--- config.mk ---
export PLATFORM = sky130hd
export DESIGN_NAME = tcm_lsu_port
export DESIGN_NICKNAME = d
export VERILOG_FILES = /design/src/rtl/tcm_lsu_port.sv
export SDC_FILE = /design/constraint.sdc
export NUM_CORES = 1
export LEC_CHECK = 0
export ABC_AREA = 1
export CORE_ASPECT_RATIO = 1.75
export CORE_UTILIZATION = 42
export DETAILED_ROUTE_END_ITERATION = 8
export PLACE_DENSITY = 0.9
export SKIP_CTS_REPAIR_TIMING = 1
export SYNTH_ARGS = -nofsm -noshare
export SYNTH_HDL_FRONTEND = slang
export SYNTH_SLANG_ARGS = --single-unit
--- constraint.sdc ---
create_clock -name clk_i -period 1.7 [get_ports clk_i]
set_clock_uncertainty 0.05 [all_clocks]
set_input_delay 0.255 -clock clk_i [delete_from_list [all_inputs] [get_ports clk_i]]
set_output_delay 0.255 -clock clk_i [all_outputs]
set_load 0.02 [all_outputs]
--- src/rtl/tcm_lsu_port.sv ---
// tcm_lsu_port: single-outstanding load/store port onto a registered, read-first word TCM
module tcm_lsu_port #(
    parameter int TCM_WORDS = 32
) (
    input  logic        clk_i,
    input  logic        rst_i,
    input  logic        req_valid_i,
    output logic        req_ready_o,
    input  logic [31:0] req_addr_i,
    input  logic [31:0] req_wdata_i,
    input  logic        req_we_i,
    input  logic [1:0]  req_size_i,
    input  logic        req_signed_i,
    input  logic [3:0]  req_tag_i,
    output logic        resp_valid_o,
    input  logic        resp_ready_i,
    output logic [31:0] resp_rdata_o,
    output logic [3:0]  resp_tag_o,
    output logic        resp_err_o,
    output logic [13:0] tcm_addr_o,
    output logic [31:0] tcm_data_o,
    output logic [3:0]  tcm_wr_o,
    input  logic [31:0] tcm_data_i
);
    localparam logic [31:0] WORDS = 32'(TCM_WORDS);

    typedef enum logic [1:0] {IDLE, ISSUE, CAPTURE, RESP} state_t;

    state_t      state, state_nxt;
    logic        accept, req_err;
    logic [3:0]  strb;
    logic [31:0] wdata_rep, shifted, load_data;
    logic [1:0]  off_q, size_q;
    logic        signed_q, we_q;

    // ready is gated by reset so it reads 0 while reset is held
    assign req_ready_o  = rst_i & (state == IDLE);
    assign resp_valid_o = (state == RESP);
    assign accept       = req_valid_i & req_ready_o;

    // classify the incoming request and build its lane strobes and replicated data
    always_comb begin
        req_err   = (req_size_i == 2'd3)
                  | ((req_size_i == 2'd1) & req_addr_i[0])
                  | ((req_size_i == 2'd2) & (req_addr_i[1:0] != 2'd0))
                  | (req_addr_i[31:16] != 16'd0)
                  | ({18'd0, req_addr_i[15:2]} >= WORDS);
        strb      = !req_we_i ? 4'b0000 :
                    req_size_i == 2'd0 ? 4'b0001 << req_addr_i[1:0] :
                    req_size_i == 2'd1 ? (req_addr_i[1] ? 4'b1100 : 4'b0011) : 4'b1111;
        wdata_rep = req_size_i == 2'd0 ? {4{req_wdata_i[7:0]}} :
                    req_size_i == 2'd1 ? {2{req_wdata_i[15:0]}} : req_wdata_i;
    end

    // align the TCM word to the access offset, then mask and extend to the access size
    always_comb begin
        shifted   = tcm_data_i >> {off_q, 3'b000};
        load_data = size_q == 2'd0 ? {{24{signed_q & shifted[7]}}, shifted[7:0]} :
                    size_q == 2'd1 ? {{16{signed_q & shifted[15]}}, shifted[15:0]} : shifted;
    end

    // state register
    always_ff @(posedge clk_i or negedge rst_i) begin
        if (!rst_i) state <= IDLE;
        else        state <= state_nxt;
    end

    // next state: errors skip the TCM, legal requests issue then capture
    always_comb begin
        state_nxt = state;
        case (state)
            IDLE:    if (accept) state_nxt = req_err ? RESP : ISSUE;
            ISSUE:   state_nxt = CAPTURE;
            CAPTURE: state_nxt = RESP;
            RESP:    if (resp_ready_i) state_nxt = IDLE;
            default: state_nxt = IDLE;
        endcase
    end

    // request capture, one-cycle TCM drive during ISSUE, and response registers
    always_ff @(posedge clk_i or negedge rst_i) begin
        if (!rst_i) begin
            tcm_addr_o   <= '0;
            tcm_data_o   <= '0;
            tcm_wr_o     <= '0;
            resp_rdata_o <= '0;
            resp_tag_o   <= '0;
            resp_err_o   <= 1'b0;
            off_q        <= '0;
            size_q       <= '0;
            signed_q     <= 1'b0;
            we_q         <= 1'b0;
        end else begin
            tcm_addr_o <= '0;
            tcm_data_o <= '0;
            tcm_wr_o   <= '0;
            if (accept) begin
                off_q        <= req_addr_i[1:0];
                size_q       <= req_size_i;
                signed_q     <= req_signed_i;
                we_q         <= req_we_i;
                resp_tag_o   <= req_tag_i;
                resp_err_o   <= req_err;
                resp_rdata_o <= '0;
                if (!req_err) begin
                    tcm_addr_o <= req_addr_i[15:2];
                    tcm_data_o <= wdata_rep;
                    tcm_wr_o   <= strb;
                end
            end
            if (state == CAPTURE) resp_rdata_o <= we_q ? '0 : load_data;
        end
    end
endmodule

==> metrics.md <==
| Metric | Value |
|---|---|
| Outcome | finished, final reports clean |
| Worst min path class | input pin to asynchronous set/reset pin |
| Cells along the critical path | inv_1 > ha_2 > nand2_1 > inv_1 > dlymetal6s2s_1 |
| Worst Path Max Fanout | 3 |
| Share of cells above drive strength 1 | 0.0854 |
| Gr usage total | 0.249 |
| Area of the core | between 10,000 and 15,000 sq um |
| Post-Route WL | roughly 14,000 um |
| Crit-path max cell delay | roughly 0.39 ns |
| Most common cell after layout, fill and taps aside | clkdlybuf4s50_1 |
| Post-synth EDFFs | 0 |
| Clk Latency, worst-skew pair | 0.34 ns |
| Kind of critical path | flop to output port |
| Avg Cell Area, Syn | a little over 8 sq um |
| Flip-flop and latch area | roughly 2400 sq um |
| Post-synth top flop | dfrtp_1 |
| Total iterations of the first detailed-routing run | 4 |
| Routed Antenna Nets | 0 |
| Multi-input gate area | 1750 sq um |
| Wire per inst | 15.2 um |
| Worst-path clk slew | about 0.070 ns |
| Global-route wire length before repair | 20,600 um |
| Row count | 49 |
| Commonest cells after routing, fill and taps aside | 193 x clkdlybuf4s50_1, 163 x nand2_1, 94 x dfrtp_1 |
| Filler instances | 785 |
| Startpoint types | flop |
| Via count | ~4,500 |
| Post-DP Area | ~6600 sq um |
| Dominant cell type by area after synthesis | dfrtp_1 |
| CTS tree | built |
| Final Hold Viols | 0 |
| Critical Path RT | ~1.4 ns |
| Synthesis Warnings | 0 |
| Power Density | between 1000 and 1500 nW/um^2 |
| PortBufs | 196 |
| Final worst slack | roughly 0.045 ns |
| Htree depth | 3 |
| Achievable Freq | approximately 600 MHz |
| Arr. time, crit path | roughly 1.4 ns |
| Most Frequent Cell on Critical Path | inv_1 |
| Peak VDD IR | between 700 and 800 uV |
| CP Buf/Inv Count | 3 |
| Mapped cell area | approximately 4400 sq um |
| Routed vias/inst | 5.00 |
| Synth top area share | 0.541 |
| Syn Inst Count | between 500 and 600 |
| Number of global-route vias before repair | 4,559 |
| Violation count after the first detailed-route iteration | roughly 170 |
| Critical-path top delay cell | dfrtp_1 |
| I/O pin count | 197 |
| Final Cycle Share | 0.973 |
| Seq/Total Area, Yosys | 0.541 |
| Tmin final | ~1.7 ns |
| Cell area after layout | 7070 sq um |
| Rel. slew slack | 0.623 |
| Slew Viols, Final | 0 |
| Cell family with most CP delay | flip-flops |
| Static Leakage | between 3 and 4 nW |
| Total power | 9.63 mW |
| GP Congestion | about 0.91 |
| Largest net degree at the start of global routing | just over 90 |
| Worst-margin pin slew | between 0.5 and 0.6 ns |
| Synth top area cells | dfrtp_1 54%, nand2_1 14%, nor2_1 7.5% |
| Clock Root Buffer | clkbuf_16 |
| DPL Wire Length | just over 10,000 um |
| Async SR Flop Fraction | 1.00 |
| Remaining Overflow, GRT | 0 |
| CP Capture Type | output port |
| Initial antenna violation count | 0 |
| Starting density of the core | 0.429 |
| Max-cap violations | 0 |
| Clk buf depth | 2 |
| Die ar. | between 10,000 and 15,000 sq um |
| Number of unique standard cell types used by synthesis | 31 |
| Die Height | ~140 um |
| Drt drc | 0 |
| Area Growth Syn to Fin | 61.0% |
| CTS sink cnt | 95 |
| Dpl ws | -0.0943 ns |
| Die Width | about 79 um |
| Final setup fails | 0 |
| Total CTS buffers | 9 |
| Number of diodes | 0 |
| Final net count | a little under 900 |
| FF+latch count, synth | 95 |
==> area by class of cell <==
class                      count  area share
clock buffer                  11      0.0358
sequential                    95       0.336
multi-input combinational    387       0.247
clock inverter                 5     0.00920
inverter                      46      0.0253
tap                          127      0.0225
timing repair buffer         229       0.324
==> metal layers <==
metal | global-route usage | wire length, um | vias up
li1 | - | - | 2152
met1 | 0.239 | 4630 | 2098
met2 | 0.476 | 7590 | 207
met3 | 0.0483 | 796 | 40
met4 | 0.153 | 621 | 0
met5 | 0 | 0 | -
==> worst paths after layout <==
kind	startpoint	endpoint	slack [ns]	cells past startpoint
max	state[1]	req_ready_o	0.05	5
min	rst_i	resp_tag_o[2]	0.25	2
max reg2reg	state[1]	resp_err_o	0.06	7
min reg2reg	resp_tag_o[1]	resp_tag_o[1]	0.43	2
max in group asynchronous	rst_i	resp_rdata_o[2]	0.65	3
min in group clk_i	req_addr_i[3]	tcm_addr_o[1]	0.39	3
==> cell usage after synthesis (2+ instances only) <==
| cell | number |
|---|---|
| nand2_1 | 163 |
| dfrtp_1 | 95 |
| nor2_1 | 88 |
| o21ai_0 | 45 |
| inv_1 | 42 |
| a21oi_1 | 38 |
| buf_2 | 9 |
| clkbuf_1 | 9 |
| a221oi_1 | 8 |
| o21bai_1 | 7 |
| nand3_1 | 6 |
| buf_4 | 4 |
| ha_1 | 4 |
| buf_6 | 3 |
| nor2_2 | 3 |
| clkinv_1 | 2 |
| inv_2 | 2 |
| nand2_2 | 2 |
| nand3_2 | 2 |
| nand4_1 | 2 |
| or2_2 | 2 |
==> power by group <==
part | switching (mW) | total [mW] | internal [mW]
Combinational | 2.58 | 4.50 | 1.92
Clock | 0.876 | 2.11 | 1.23
Sequential | 0.291 | 3.02 | 2.73
Total | 3.74 | 9.63 | 5.88
==> logic make-up (layout without fill, tap and decap cells) <==
| group | count (synthesis) | after routing | share of synthesized area |
|---|---|---|---|
| AND/OR/NAND/NOR | 271 | 271 | 0.243 |
| AO/OA/AOI/OAI | 103 | 103 | 0.131 |
| flip-flops | 95 | 95 | 0.541 |
| buffers and inverters | 72 | 291 | 0.0726 |
| adder cells (fa/ha/maj) | 4 | 4 | 0.0114 |
| other | 1 | 9 | 0.000854 |
==> sequential cells by signal (all words and copies together), names as in the netlist, 2 cells and up <==
signal,flops
tcm_data_o,32
resp_rdata_o,32
resp_tag_o,4
tcm_wr_o,4
size_q,2
state,2
off_q,2
tcm_addr_o,14
==> through the flow <==
step,util,setup TNS (ns),hold WS (ns),std cells
4_1_cts,0.680,-1.43,-0.334,895
3_3_place_gp,0.649,0,0.0221,879
3_5_place_dp,0.649,-1.78,0.0327,879
6_report,0.690,0,0.247,900
2_1_floorplan,-,0,-0.0906,554
5_1_grt,0.690,-0.134,0.240,900
No activity file was read; power rests on OpenSTA's default activity.
